**config.mk**
```make
export PLATFORM = sky130hd
export DESIGN_NAME = output_stream_reader
export DESIGN_NICKNAME = d
export VERILOG_FILES = /design/src/rtl/output_stream_pkg.sv /design/src/rtl/output_stream_reader_fifo.sv /design/src/rtl/output_stream_reader.sv
export SDC_FILE = /design/constraint.sdc
export NUM_CORES = 1
export LEC_CHECK = 0
export ABC_AREA = 1
export CAP_MARGIN = 20
export CORE_ASPECT_RATIO = 1.25
export CORE_MARGIN = 3
export CORE_UTILIZATION = 55
export DETAILED_ROUTE_END_ITERATION = 16
export PLACE_DENSITY = 0.77
export SLEW_MARGIN = 20
export SYNTH_ARGS = -nofsm -noshare
export SYNTH_HDL_FRONTEND = slang
export SYNTH_HIERARCHICAL = 1
export SYNTH_SLANG_ARGS = --single-unit
export TNS_END_PERCENT = 20
```
**constraint.sdc**
```tcl
create_clock -name clk -period 6.2 [get_ports clk]
set_input_delay 0.62 -clock clk [delete_from_list [all_inputs] [get_ports clk]]
set_output_delay 0.62 -clock clk [all_outputs]
set_load 0.01 [all_outputs]
```
**src/rtl/output_stream_pkg.sv**
```systemverilog
// Shared types and sizing helpers for the output stream reader.
package output_stream_pkg;

  typedef enum logic [1:0] {
    IDLE  = 2'd0,
    ISSUE = 2'd1,
    DRAIN = 2'd2,
    DONE  = 2'd3
  } state_t;

  localparam int DEFAULT_FIFO_DEPTH = 4;
  localparam int DEFAULT_ADD_SIZE   = 11;

  // Counters carry one extra bit so a full 2^ADD_SIZE transfer is representable.
  function automatic int cnt_w(input int add_size);
    return add_size + 1;
  endfunction

endpackage

```
**src/rtl/output_stream_reader_fifo.sv**
```systemverilog
// Small synchronous FIFO with occupancy count and same-cycle push/pop.
module stream_fifo #(
  parameter int DW    = 32,
  parameter int DEPTH = 4
) (
  input  logic                     clk,
  input  logic                     rst,
  input  logic                     i_push,
  input  logic [DW-1:0]            i_data,
  input  logic                     i_pop,
  output logic [DW-1:0]            o_data,
  output logic [$clog2(DEPTH):0]   o_count
);
  localparam int AW = $clog2(DEPTH);
  localparam logic [AW:0] L_FULL = (AW+1)'(DEPTH);

  logic [DW-1:0] r_mem [DEPTH];
  logic [AW-1:0] r_wr_ptr;
  logic [AW-1:0] r_rd_ptr;
  logic [AW:0]   r_count;
  logic          w_do_push;
  logic          w_do_pop;

  assign w_do_pop  = i_pop && (r_count != (AW+1)'(0));
  assign w_do_push = i_push && ((r_count != L_FULL) || w_do_pop);

  always_ff @(posedge clk or negedge rst) begin
    if (!rst) begin
      r_wr_ptr <= AW'(0);
      r_rd_ptr <= AW'(0);
      r_count  <= (AW+1)'(0);
    end else begin
      if (w_do_push) r_wr_ptr <= r_wr_ptr + AW'(1);
      if (w_do_pop)  r_rd_ptr <= r_rd_ptr + AW'(1);
      r_count <= r_count + (AW+1)'(w_do_push) - (AW+1)'(w_do_pop);
    end
  end

  always_ff @(posedge clk or negedge rst) begin
    if (!rst) begin
      for (int i = 0; i < DEPTH; i++) r_mem[i] <= DW'(0);
    end else if (w_do_push) begin
      r_mem[r_wr_ptr] <= i_data;
    end
  end

  assign o_data  = r_mem[r_rd_ptr];
  assign o_count = r_count;

endmodule

```
**src/rtl/output_stream_reader.sv**
```systemverilog
// Drains a contiguous range of the output RAM into a valid/ready stream with a last marker.
module output_stream_reader
  import output_stream_pkg::*;
#(
  parameter int ADD_SIZE   = DEFAULT_ADD_SIZE,
  parameter int DATA_SIZE  = 32,
  parameter int FIFO_DEPTH = DEFAULT_FIFO_DEPTH
) (
  input  logic                 clk,
  input  logic                 rst,
  input  logic                 start,
  input  logic [ADD_SIZE-1:0]  base_addr,
  input  logic [ADD_SIZE:0]    word_count,
  output logic                 busy,
  output logic                 done,
  output logic                 mem_read_en,
  output logic [ADD_SIZE-1:0]  mem_read_address,
  output logic                 mem_in_ready,
  input  logic [DATA_SIZE-1:0] mem_dataIn,
  input  logic                 mem_out_valid,
  output logic [DATA_SIZE-1:0] m_data,
  output logic                 m_valid,
  output logic                 m_last,
  input  logic                 m_ready
);
  localparam int CNT_W = cnt_w(ADD_SIZE);
  localparam int OW    = $clog2(FIFO_DEPTH) + 1;
  localparam logic [OW:0] L_DEPTH = (OW+1)'(FIFO_DEPTH);

  state_t               r_state;
  state_t               w_state_nxt;
  logic [ADD_SIZE-1:0]  r_base;
  logic [CNT_W-1:0]     r_count;
  logic [CNT_W-1:0]     r_issued;
  logic [CNT_W-1:0]     r_loaded;
  logic [OW-1:0]        r_outstanding;
  logic                 r_busy;
  logic                 r_done;
  logic                 r_in_ready;
  logic                 r_rd_en;
  logic [ADD_SIZE-1:0]  r_rd_addr;
  logic                 r_m_valid;
  logic                 r_m_last;
  logic [DATA_SIZE-1:0] r_m_data;

  logic                 w_busy_nxt;
  logic                 w_done_nxt;
  logic                 w_accept;
  logic                 w_take;
  logic                 w_ret;
  logic                 w_fifo_pop;
  logic                 w_fifo_push;
  logic                 w_bypass;
  logic                 w_load;
  logic [DATA_SIZE-1:0] w_load_data;
  logic [DATA_SIZE-1:0] w_fifo_data;
  logic [OW-1:0]        w_fifo_count;
  logic [OW:0]          w_pool;
  logic                 w_credit;
  logic                 w_issue;
  logic                 w_last_issue;
  logic [ADD_SIZE-1:0]  w_issue_addr;
  logic                 w_final_hs;

  stream_fifo #(
    .DW    (DATA_SIZE),
    .DEPTH (FIFO_DEPTH)
  ) u_fifo (
    .clk     (clk),
    .rst     (rst),
    .i_push  (w_fifo_push),
    .i_data  (mem_dataIn),
    .i_pop   (w_fifo_pop),
    .o_data  (w_fifo_data),
    .o_count (w_fifo_count)
  );

  assign w_accept    = (r_state == IDLE) && start;
  assign w_take      = !r_m_valid || m_ready;
  assign w_ret       = mem_out_valid && (r_outstanding != OW'(0)) &&
                       ((r_state == ISSUE) || (r_state == DRAIN));
  assign w_fifo_pop  = w_take && (w_fifo_count != OW'(0));
  assign w_bypass    = w_take && (w_fifo_count == OW'(0)) && w_ret;
  assign w_load      = w_fifo_pop || w_bypass;
  assign w_fifo_push = w_ret && !w_bypass;
  assign w_load_data = w_fifo_pop ? w_fifo_data : mem_dataIn;

  // Credit pool counts words owed by the RAM plus words parked in the FIFO, after this cycle's move to the output register.
  assign w_pool   = {1'b0, r_outstanding} + {1'b0, w_fifo_count} - (OW+1)'(w_load);
  assign w_credit = w_pool < L_DEPTH;

  assign w_issue      = (w_accept && (word_count != CNT_W'(0))) ||
                        ((r_state == ISSUE) && w_credit && (r_issued != r_count));
  assign w_issue_addr = (r_state == IDLE) ? base_addr : (r_base + r_issued[ADD_SIZE-1:0]);
  assign w_last_issue = (r_state == ISSUE) && w_issue && ((r_issued + CNT_W'(1)) == r_count);
  assign w_final_hs   = r_m_valid && m_ready && r_m_last;

  always_ff @(posedge clk or negedge rst) begin
    if (!rst) r_state <= IDLE;
    else      r_state <= w_state_nxt;
  end

  always_comb begin
    w_state_nxt = r_state;
    case (r_state)
      IDLE: begin
        if (!start)                                w_state_nxt = IDLE;
        else if (word_count == CNT_W'(0))          w_state_nxt = DONE;
        else if (word_count == CNT_W'(1))          w_state_nxt = DRAIN;
        else                                       w_state_nxt = ISSUE;
      end
      ISSUE: begin
        if (w_last_issue) w_state_nxt = DRAIN;
        else              w_state_nxt = ISSUE;
      end
      DRAIN: begin
        if (w_final_hs) w_state_nxt = DONE;
        else            w_state_nxt = DRAIN;
      end
      DONE:    w_state_nxt = IDLE;
      default: w_state_nxt = IDLE;
    endcase
  end

  always_comb begin
    w_busy_nxt = 1'b0;
    w_done_nxt = 1'b0;
    case (w_state_nxt)
      ISSUE, DRAIN: w_busy_nxt = 1'b1;
      DONE:         w_done_nxt = 1'b1;
      default:      w_busy_nxt = 1'b0;
    endcase
  end

  always_ff @(posedge clk or negedge rst) begin
    if (!rst) begin
      r_busy     <= 1'b0;
      r_done     <= 1'b0;
      r_in_ready <= 1'b0;
    end else begin
      r_busy     <= w_busy_nxt;
      r_done     <= w_done_nxt;
      r_in_ready <= w_busy_nxt;
    end
  end

  always_ff @(posedge clk or negedge rst) begin
    if (!rst) begin
      r_base        <= ADD_SIZE'(0);
      r_count       <= CNT_W'(0);
      r_issued      <= CNT_W'(0);
      r_loaded      <= CNT_W'(0);
      r_outstanding <= OW'(0);
      r_rd_en       <= 1'b0;
      r_rd_addr     <= ADD_SIZE'(0);
    end else begin
      if (w_accept) begin
        r_base   <= base_addr;
        r_count  <= word_count;
        r_issued <= CNT_W'(w_issue);
        r_loaded <= CNT_W'(0);
      end else begin
        r_issued <= r_issued + CNT_W'(w_issue);
        r_loaded <= r_loaded + CNT_W'(w_load);
      end
      r_outstanding <= r_outstanding + OW'(w_issue) - OW'(w_ret);
      r_rd_en       <= w_issue;
      if (w_issue) r_rd_addr <= w_issue_addr;
    end
  end

  // Output register holds steady under backpressure; empty FIFO lets a return bypass straight in.
  always_ff @(posedge clk or negedge rst) begin
    if (!rst) begin
      r_m_valid <= 1'b0;
      r_m_last  <= 1'b0;
      r_m_data  <= DATA_SIZE'(0);
    end else if (w_take) begin
      if (w_load) begin
        r_m_valid <= 1'b1;
        r_m_data  <= w_load_data;
        r_m_last  <= (r_loaded == (r_count - CNT_W'(1)));
      end else begin
        r_m_valid <= 1'b0;
        r_m_last  <= 1'b0;
      end
    end
  end

  assign busy             = r_busy;
  assign done             = r_done;
  assign mem_in_ready     = r_in_ready;
  assign mem_read_en      = r_rd_en;
  assign mem_read_address = r_rd_addr;
  assign m_valid          = r_m_valid;
  assign m_last           = r_m_last;
  assign m_data           = r_m_data;

endmodule

```
==> run_results.csv, run 1 <==
group,metric,value,unit
run_status,outcome,"complete, no violations",
cts,clk_pin_slew,0.06,ns
cts,clk_latency,0.53,ns
floorplanning,floorplan.io_pins,109,
setup_path,path_cells,"nor3_1 -> inv_1 -> o21ai_1 -> inv_2 -> ha_1 -> inv_1 -> ha_1 -> nand3_1 -> nand3b_1 -> a21boi_0 -> nand3_2 -> nand2_4 -> inv_4 -> ha_1 -> inv_1 -> ha_1 -> inv_1 -> fa_1 -> xnor2_1 -> xor2_1",
timing,fmax,248.0,MHz
floorplanning,rows,61,
layout,fillCellCount,1952,
cts,cts_hold_buffers,0,
synth,yosys.cell_types.count,35,
place,gp_congestion,0.9138,
routing,wire_per_inst,17.51,µm
routing,drc,0,
timing,hold_viol,0,
routing,first_pass_iters,5,
floorplanning,die-area,24690,µm²
global_routing,grt_start_max_net_pins,120,
layout,layout.nets,1724,
routing,dr.first_iter.drc_count,1077,
floorplanning,coreArea,22360,µm²
place,dp_hpwl,19980,µm
timing,final.min_clock_period,4.032,ns
synth,synth_nets,1681,
cts,cts_tree,"yes",
routing,num_vias,11230,
synth,synth_seq_cells,235,
pwr,p_leak,7.066,nW
timing,fin_skew,0.01371,ns
flow_run,maxCapViolCount,0,
timing,drv_slew,0,
setup_path,required,6.65,ns
timing,post-route-period-util,0.6503,
synth,synth_seq_area_share,0.4683,
cts,numCtsBuffers,26,
timing,max-slew-margin-rel,0.3557,
pwr,power.density,541.9,nW/µm²
timing,final.setup.tns,0,ns
routing,drt_wl_total,33790,µm
pwr,finalPower,7.855,mW
setup_path,max_stage_delay,0.47,ns
timing,rsz0062_at_grt,"false",
timing,worst_slew_pin_slew,0.9653,ns
cts,root_buffer,"clkbuf_16",
global_routing,grt_pass1_vias,10934,
cts,clock-sinks,235,
timing,final.setup.worst_slack,2.168,ns
place,port_buffers,108,
routing,postRouteAntennaNets,0,
layout,instances_no_fill,1930,
setup_path,startpoint_type,"flop",
cts,cts-resized-gates,0,
worst_hold_path,min_path_type,"in2async",
floorplanning,die_w,141.2,µm
cts,h-tree-depth,1,
global_routing,globalRouteTotalUtil,0.2715,
setup_path,crit_fanout,20,
global_routing,globalRouteOverflowTotal,0,
setup_path,crit_type,"reg2reg",
place,placed_cells,1883,
setup_path,cp.arrival,4.48,ns
place,pre_cts_ws,1.945,ns
cts,cts_setup_buffers,0,
setup_path,cpMaxStageDelayCell,"dfrtp_1",
layout,antennaDiodeCount,0,
synth,postSynthCellCount,1585,
cts,clock_path_buffers,3,
pwr,vdd_drop_max,0.4586,mV
floorplanning,die_h,174.9,µm
layout,drive_gt1_frac,0.05707,
synth,synth_warnings,6,
timing,finalSetupViolCount,0,
layout,area_growth,15.42,%
timing,holdWs,0.1308,ns
global_routing,grt_pass1_wl,55640,µm
routing,vias_per_cell,5.819,
floorplanning,start_util,0.5616,
synth,avgSynthCellArea,7.923,µm²
setup_path,crit_path_end_kind,"flop",
synth,syn_area,12560,µm²
global_routing,antenna_found_initial,0,
==> cell families (layout without fill, tap and decap cells) <==
| logic type | count (synthesis) | in the layout | share of synthesized area |
|---|---|---|---|
| AOI/OAI and AO/OA | 221 | 221 | 0.09664 |
| xor gates and xnor gates | 36 | 36 | 0.02511 |
| and+or+nand+nor | 857 | 857 | 0.2969 |
| DFF | 235 | 235 | 0.4683 |
| buffers and inverters | 200 | 262 | 0.07542 |
| adders and majority gates | 36 | 36 | 0.03766 |
==> worst paths after layout <==
check	from	endpoint	slack (ns)	cells after the start
max	u_fifo/o_count[1]	r_outstanding[2]	2.17	20
min	rst	r_base[4]	0.13	1
max reg2reg	u_fifo/o_count[1]	r_outstanding[2]	2.17	20
min reg2reg	u_fifo/r_mem[45]	u_fifo/r_mem[45]	0.47	2
max in group asynchronous	rst	m_data[23]	4.52	2
min in group clk	u_fifo/r_mem[45]	u_fifo/r_mem[45]	0.47	2
==> metal layers <==
metal	GRT usage	routed length, µm
met4	0.09289	977
met5	0	0
met3	0.03586	2231
met1	0.3536	13730
met2	0.4666	16850
==> layout by cell type (no fill, tap or decap), types with 6 or more instances in the layout <==
cell / n
o22ai_1: 32
o21ai_1: 30
xnor2_1: 14
nand2_1: 511
nand3_2: 7
nor3_1: 13
nand3_1: 25
clkbuf_16: 27
o21ai_0: 91
nor2_2: 7
nand4_1: 138
nor2_1: 144
clkdlybuf4s50_1: 107
xor2_1: 22
dfrtp_1: 234
buf_4: 11
bufinv_16: 6
ha_1: 29
a21oi_1: 26
inv_1: 89
a31oi_1: 33
==> cells in the mapped netlist <==
library cell	count	area [µm²]
buf_1	8	30.03
nand3_1	25	125.1
dfrtp_1	235	5881
nand2_1	511	1918
clkbuf_1	31	116.4
o21ai_0	91	455.4
nand2_4	3	33.78
buf_2	41	205.2
a31oi_1	33	206.5
nand3_2	7	70.07
a21oi_1	26	130.1
nor2_1	145	544.3
inv_2	5	18.77
a21o_1	1	7.510
o21a_1	2	15.01
nor3_1	13	65.06
o21ai_1	30	150.1
nand2_2	3	18.77
inv_1	90	337.8
fa_1	3	60.06
buf_6	14	157.7
nor2_4	2	22.52
inv_4	1	6.260
nand4_1	138	863.3
a21oi_2	3	26.28
nand3b_1	4	30.03
o21bai_1	1	7.510
xnor2_1	14	122.6
o22ai_1	32	200.2
ha_1	33	412.9
nor2_2	6	37.54
a211oi_1	1	7.510
a21boi_0	1	7.510
buf_4	10	75.07
xor2_1	22	192.7
==> where the power goes <==
part / internal, mW / leakage (nW) / switching [mW]
Sequential: 2.20 / 2.96 / 0.459
Clock: 1.10 / 0.479 / 0.642
Combinational: 1.29 / 3.63 / 2.16
Total: 4.60 / 7.07 / 3.26
==> through the flow <==
| step | utilization | cell area (µm²) |
|---|---|---|
| after floorplan | - | 12560 |
| after global placement | 0.6045 | 13520 |
| after detailed placement | 0.6046 | 13520 |
| after CTS | 0.6482 | 14500 |
| after global routing | 0.6482 | 14500 |
| final | 0.6482 | 14500 |
==> state kept, by name, summed over array words and instances (netlist names), 3 cells and up <==
name / count
mem_read_address: 11
r_outstanding: 3
u_fifo/o_count: 3
m_data: 32
r_loaded: 12
r_issued: 12
r_base: 11
r_count: 12
u_fifo/r_mem: 128
==> critical path: cells and delay by family, from the launching register on <==
kind                       cells  cell delay [ns]
buffers and inverters          6             0.48
adders and majority gates      5             1.22
AOI/OAI and AO/OA              2             0.50
and+or+nand+nor                5             0.82
DFF                            1             0.47
xor gates and xnor gates       2             0.44
==> area by class of cell <==
class / count / area (µm²) / area share
Clock buffer: 35 / 755.7 / 0.05214
Clock inverter: 12 / 219.0 / 0.01511
Inverter: 96 / 365.4 / 0.02520
Sequential cell: 235 / 5882 / 0.4058
Timing Repair Buffer: 119 / 1169 / 0.08062
Multi-Input combinational cell: 1150 / 5751 / 0.3967
Tap cell: 283 / 354.1 / 0.02443
No activity file was read; power rests on OpenSTA's default activity.
==> run 2, diff against run 1 <==
- clock period: 6.2 -> 3.89 ns (I/O delays scaled with it)
==> run 2 against run 1 <==
Net effect:
- clock power grew 56%
- final cell count grew 1.3%
- setup slack lost 1.9 ns
- largest power group unchanged
- clock-buffer cell count grew 5
- combinational power grew 61%
- via count grew 1.7%
- non-clock buffer count grew 24
- worst hold slack gained 0.30 ns
- utilization grew 0.79 points
==> run_results.csv, run 2 (synthesis results as in run 1) <==
group,metric,value,unit
cts,clock-sinks,235,
global_routing,grt_pass1_wl,55250,µm
layout,largest_reg_flops,128,
layout,layout_common_cells,"nand2_1 (511), dfrtp_1 (234), nor2_1 (143), nand4_1 (138), clkdlybuf4s50_1 (107)",
floorplanning,rows,61,
cts,root_buffer,"clkbuf_16",
pwr,finalPower,12.56,mW
timing,max-slew-margin-rel,0.4624,
routing,m1WireLength,13430,µm
setup_path,required,4.34,ns
cts,clock_path_buffers,3,
setup_path,crit_fanout,3,
timing,post-route-period-util,0.9201,
floorplanning,die_h,174.9,µm
floorplanning,start_util,0.5616,
setup_path,crit_type,"reg2reg",
routing,wire_per_inst,17.16,µm
routing,vias_per_cell,5.844,
routing,first_pass_iters,6,
routing,wl_met3,2677,µm
pwr,p_leak,7.183,nW
pwr,power.density,856.2,nW/µm²
timing,worst_slew_pin_slew,0.8065,ns
flow_run,maxCapViolCount,0,
worst_hold_path,min-delay-start,"base_addr[6]",
setup_path,critPathBufInv,6,
setup_path,cpMostUsedCell,"ha_1",
routing,top_layer,"met4",
routing,num_vias,11425,
setup_path,startpoint_type,"flop",
layout,antennaDiodeCount,0,
floorplanning,die-area,24690,µm²
global_routing,grt_pass1_vias,11269,
timing,hold_viol,0,
layout,area_growth,16.84,%
cts,clk_latency,0.52,ns
floorplanning,coreArea,22360,µm²
layout,fillCellCount,1904,
place,dp_hpwl,20520,µm
timing,rsz0062_at_grt,"false",
layout,mostFrequentLayoutCell,"nand2_1",
cts,cts_setup_buffers,0,
global_routing,globalRouteOverflowTotal,0,
setup_path,r2r-start,"r_state[1]",
run_status,outcome,"complete, no violations",
setup_path,max_stage_delay,0.37,ns
layout,layout.nets,1748,
setup_path,crit_path_end_kind,"flop",
pwr,vdd_drop_max,0.5500,mV
floorplanning,floorplan.io_pins,109,
timing,fin_skew,0.009760,ns
timing,finalSetupViolCount,0,
setup_path,r2r_cells,23,
timing,drv_slew,0,
cts,clk_pin_slew,0.06,ns
layout,fin_util,0.6561,
routing,met2_length,16610,µm
timing,fmax,279.4,MHz
setup_path,crit_family,"adder cells",
timing,final.min_clock_period,3.579,ns
place,gp_congestion,0.9218,
routing,postRouteAntennaNets,0,
worst_hold_path,min_path_type,"in2reg",
cts,cts_tree,"yes",
setup_path,cp.arrival,4.03,ns
floorplanning,die_w,141.2,µm
worst_hold_path,whs_path_depth,3,
layout,drive_gt1_frac,0.06758,
global_routing,globalRouteTotalUtil,0.2690,
routing,drt_wl_total,33550,µm
setup_path,path_cells,"inv_1 -> ha_1 -> nand2_1 -> a21oi_2 -> o21ai_1 -> inv_2 -> ha_1 -> inv_1 -> ha_1 -> nand3_1 -> nand2_1 -> nand2_1 -> a21boi_0 -> nand3_2 -> nand2_4 -> inv_4 -> ha_1 -> inv_1 -> ha_1 -> inv_1 -> fa_1 -> xnor2_1 -> xor2_1",
routing,drc,0,
layout,largest-register,"u_fifo/r_mem",
routing,dr.first_iter.drc_count,973,
worst_hold_path,holdPathEnd,"r_base[6]",
place,port_buffers,108,
setup_path,rr_endpoint,"r_outstanding[2]",
setup_path,rrSetupSlack,0.31,ns
cts,numCtsBuffers,26,
global_routing,antenna_found_initial,0,
cts,h-tree-depth,1,
timing,final.setup.tns,0,ns
global_routing,grt_start_max_net_pins,93,
setup_path,cpMaxStageDelayCell,"fa_1",
==> run 2: worst reg2reg max path, cell delays in order, from the launching register on <==
cell	delay [ns]
dfrtp_1	0.36
inv_1	0.07
ha_1	0.27
nand2_1	0.09
a21oi_2	0.17
o21ai_1	0.11
inv_2	0.07
ha_1	0.13
inv_1	0.04
ha_1	0.26
nand3_1	0.10
nand2_1	0.09
nand2_1	0.09
a21boi_0	0.23
nand3_2	0.12
nand2_4	0.08
inv_4	0.03
ha_1	0.26
inv_1	0.06
ha_1	0.13
inv_1	0.04
fa_1	0.37
xnor2_1	0.18
xor2_1	0.16
==> run 2: per-stage QoR <==
stage               setup slack, ns  instance area, µm²  hold slack, ns  std cells
CTS                          0.2332               14670          0.4188       1955
global route                0.03955               14670          0.4441       1955
floorplan                   0.02843               12560         0.09341       1585
global placement             0.2578               13690          0.4478       1906
detailed placement           0.1150               13690          0.4517       1906
finish                       0.3108               14670          0.4350       1955
==> run 2: timing repair <==
item / 4_1_cts / 5_1_grt
gates resized for setup: 0 / 2
hold buffers: 1 / 0
setup endpoints to repair: 0 / 3
endpoints found under the hold margin: 89 / 0
==> run 2: area by class of cell <==
cell class | count | area, µm² | area share
clock buffer | 40 | 794.5 | 0.05415
clock inverter | 8 | 168.9 | 0.01151
inverter | 96 | 362.8 | 0.02473
timing repair buffer | 143 | 1364 | 0.09295
tap | 283 | 354.1 | 0.02413
sequential | 235 | 5882 | 0.4009
multi-input combinational | 1150 | 5747 | 0.3917
==> run 2: worst max path at each step <==
stage | startpoint | endpoint | slack, ns | cells after the start
finish | r_state[1] | r_outstanding[2] | 0.31 | 23
global route | u_fifo/o_count[1] | r_outstanding[2] | 0.04 | 22
CTS | r_state[1] | r_outstanding[2] | 0.23 | 23
detailed placement | mem_out_valid | r_outstanding[2] | 0.12 | 22
global placement | mem_out_valid | r_outstanding[2] | 0.26 | 22
floorplan | r_state[0] | r_outstanding[2] | 0.03 | 26
==> run 2: layer usage <==
| layer | GRT usage | vias to the layer above |
|---|---|---|
| met5 | 0 | - |
| met4 | 0.09855 | 0 |
| met3 | 0.03696 | 72 |
| met2 | 0.4591 | 516 |
| met1 | 0.3497 | 5444 |
| li1 | - | 5393 |
==> run 2: power breakdown <==
part	internal [mW]	total, mW	switching (mW)
sequential	3.51	4.29	0.775
combinational	2.14	5.55	3.41
clock	1.73	2.73	0.993
total	7.39	12.6	5.18
==> run 3, diff against run 2 <==
- CORE_ASPECT_RATIO: 1.25 -> 0.6
- CORE_MARGIN: 3 -> default
- MAX_ROUTING_LAYER: default -> met4
==> run 3 against run 2 <==
Net effect:
- worst hold slack got worse by 0.0097 ns
- flip-flop and latch count stayed put
- final cell count is 0.46% higher
- setup slack got worse by 0.0080 ns
- critical endpoint is now r_issued[11]
- largest power group unchanged
==> run_results.csv, run 3 (synthesis results as in run 1) <==
group,metric,value,unit
run_status,outcome,"complete, no violations",
setup_path,max_stage_delay,0.46,ns
floorplanning,rows,42,
routing,drt_wl_total,34950,µm
setup_path,path_cells,"nor3_1 -> inv_1 -> o21ai_1 -> inv_2 -> ha_1 -> inv_1 -> ha_1 -> nand3_1 -> nand3b_1 -> a21boi_0 -> nand3_2 -> nand2_4 -> buf_4 -> ha_1 -> nand4_1 -> nor2_1 -> nand3_1 -> o21ai_0 -> a21oi_1",
global_routing,globalRouteOverflowTotal,0,
place,place_area,13650,µm²
cts,clk_latency,0.52,ns
floorplanning,floorplan.io_pins,109,
setup_path,r2r-start,"u_fifo/o_count[1]",
pwr,power.density,852.8,nW/µm²
layout,mostFrequentLayoutCell,"nand2_1",
timing,fmax,278.8,MHz
floorplanning,die_w,197.1,µm
global_routing,grt_start_max_net_pins,115,
pwr,switchingPower,5.264,mW
routing,num_vias,11383,
layout,layout_common_cells,"nand2_1 (511), dfrtp_1 (234), nor2_1 (144), nand4_1 (138), clkdlybuf4s50_1 (107)",
routing,first_pass_iters,5,
place,gp_congestion,0.9422,
layout,drive_gt1_frac,0.05797,
timing,max-slew-margin-rel,0.3117,
setup_path,crit_fanout,8,
pwr,power.share.switching,0.4249,
pwr,seqPwrFrac,0.344,
routing,wire_per_inst,17.79,µm
floorplanning,start_util,0.5650,
place,dp_hpwl,21340,µm
worst_hold_path,min_path_type,"in2reg",
setup_path,cp.arrival,3.98,ns
pwr,p_int,7.125,mW
cts,clock-sinks,235,
worst_hold_path,min-delay-start,"base_addr[6]",
layout,fin_util,0.6535,
global_routing,antenna_found_initial,0,
routing,vias_per_cell,5.796,
cts,clk_pin_slew,0.07,ns
timing,post-route-period-util,0.9222,
setup_path,startpoint_type,"flop",
cts,cts_tree,"yes",
global_routing,grt_pass1_wl,57040,µm
timing,finalSetupViolCount,0,
timing,final.min_clock_period,3.587,ns
pwr,finalPower,12.39,mW
floorplanning,die-area,23460,µm²
pwr,vdd_drop_max,0.6583,mV
setup_path,crit_type,"reg2reg",
routing,postRouteAntennaNets,0,
timing,hold_viol,0,
layout,postLayoutCellArea,14530,µm²
cts,clock_path_buffers,3,
setup_path,required,4.28,ns
floorplanning,die_h,119.0,µm
layout,layout.nets,1737,
global_routing,grt_pass1_vias,10841,
layout,largest_reg_flops,128,
timing,drv_slew,0,
routing,dr.first_iter.drc_count,1350,
flow_run,maxCapViolCount,0,
cts,root_buffer,"clkbuf_16",
timing,fin_skew,0.01688,ns
cts,h-tree-depth,1,
timing,worst_slew_pin_slew,1.031,ns
pwr,p_leak,7.087,nW
routing,drc,0,
setup_path,cpMostUsedCell,"ha_1",
pwr,comb_power_share,0.455,
setup_path,cpMaxStageDelayCell,"dfrtp_1",
layout,largest-register,"u_fifo/r_mem",
place,port_buffers,108,
setup_path,crit_path_end_kind,"flop",
layout,antennaDiodeCount,0,
cts,numCtsBuffers,24,
setup_path,crit_path_start,"u_fifo/o_count[1]",
timing,final.setup.tns,0,ns
pwr,clkPwrFrac,0.201,
cts,cts-resized-gates,0,
layout,area_growth,15.67,%
timing,rsz0062_at_grt,"false",
global_routing,globalRouteTotalUtil,0.3140,
floorplanning,coreArea,22230,µm²
-- run 3: area by class of cell --
type / instances / area, µm²
well taps: 308 / 385.4
clock buffers: 33 / 685.7
clock inverters: 8 / 153.9
repair buffers: 134 / 1316
inverters: 96 / 362.8
flip-flops and latches: 235 / 5882
multi-input cells: 1150 / 5741
fillers: 1894 / 7702
-- run 3: power by group through the flow --
stage | combinational, mW | clock [mW] | sequential, mW
after floorplan | 3.86 | 0 | 4.17
after global placement | 5.35 | 0 | 4.22
after detailed placement | 5.53 | 0 | 4.25
after CTS | 5.59 | 2.51 | 4.24
after global routing | 6.32 | 2.61 | 4.38
final | 5.64 | 2.49 | 4.26
-- run 3: worst max-delay path: cells and delay by family, from the launching register on --
family,cells,cell delay (ns)
AO/OA/AOI/OAI,4,0.78
adder cells (fa/ha/maj),3,0.61
buffers and inverters,4,0.40
flip-flops,1,0.46
AND/OR/NAND/NOR,8,1.21
-- run 3: through the flow --
step                hold WS, ns  setup WS, ns  cells
floorplan               0.09341       0.02843   1585
global placement         0.4485        0.2762   1921
detailed placement       0.4537        0.1379   1921
CTS                      0.4175        0.2553   1963
global route             0.4592       0.01732   1964
finish                   0.4253        0.3027   1964
-- run 3: path summary, 6_finish.rpt --
| check | end | slack (ns) | cells past startpoint |
|---|---|---|---|
| setup / recovery | r_issued[11] | 0.30 | 19 |
| hold / removal | r_base[6] | 0.43 | 3 |
| setup reg to reg | r_issued[11] | 0.30 | 19 |
| hold reg to reg | u_fifo/r_mem[58] | 0.47 | 2 |
| max in group asynchronous | r_issued[0] | 2.41 | 3 |
| min in group asynchronous | r_loaded[10] | 0.54 | 2 |
-- run 3: per-layer routing --
layer,global-route usage,share of wire,up-vias
met3,0.05551,0.097,45
met1,0.4680,0.46,5417
met4,0.06202,0.013,0
met2,0.4499,0.43,563
li1,-,-,5358
met5,-,0,-
-- run 3: what timing repair did --
item / in CTS / in global routing
buffers inserted: 0 / 0
hold buffers: 1 / 0
hold endpoints to repair: 48 / 0
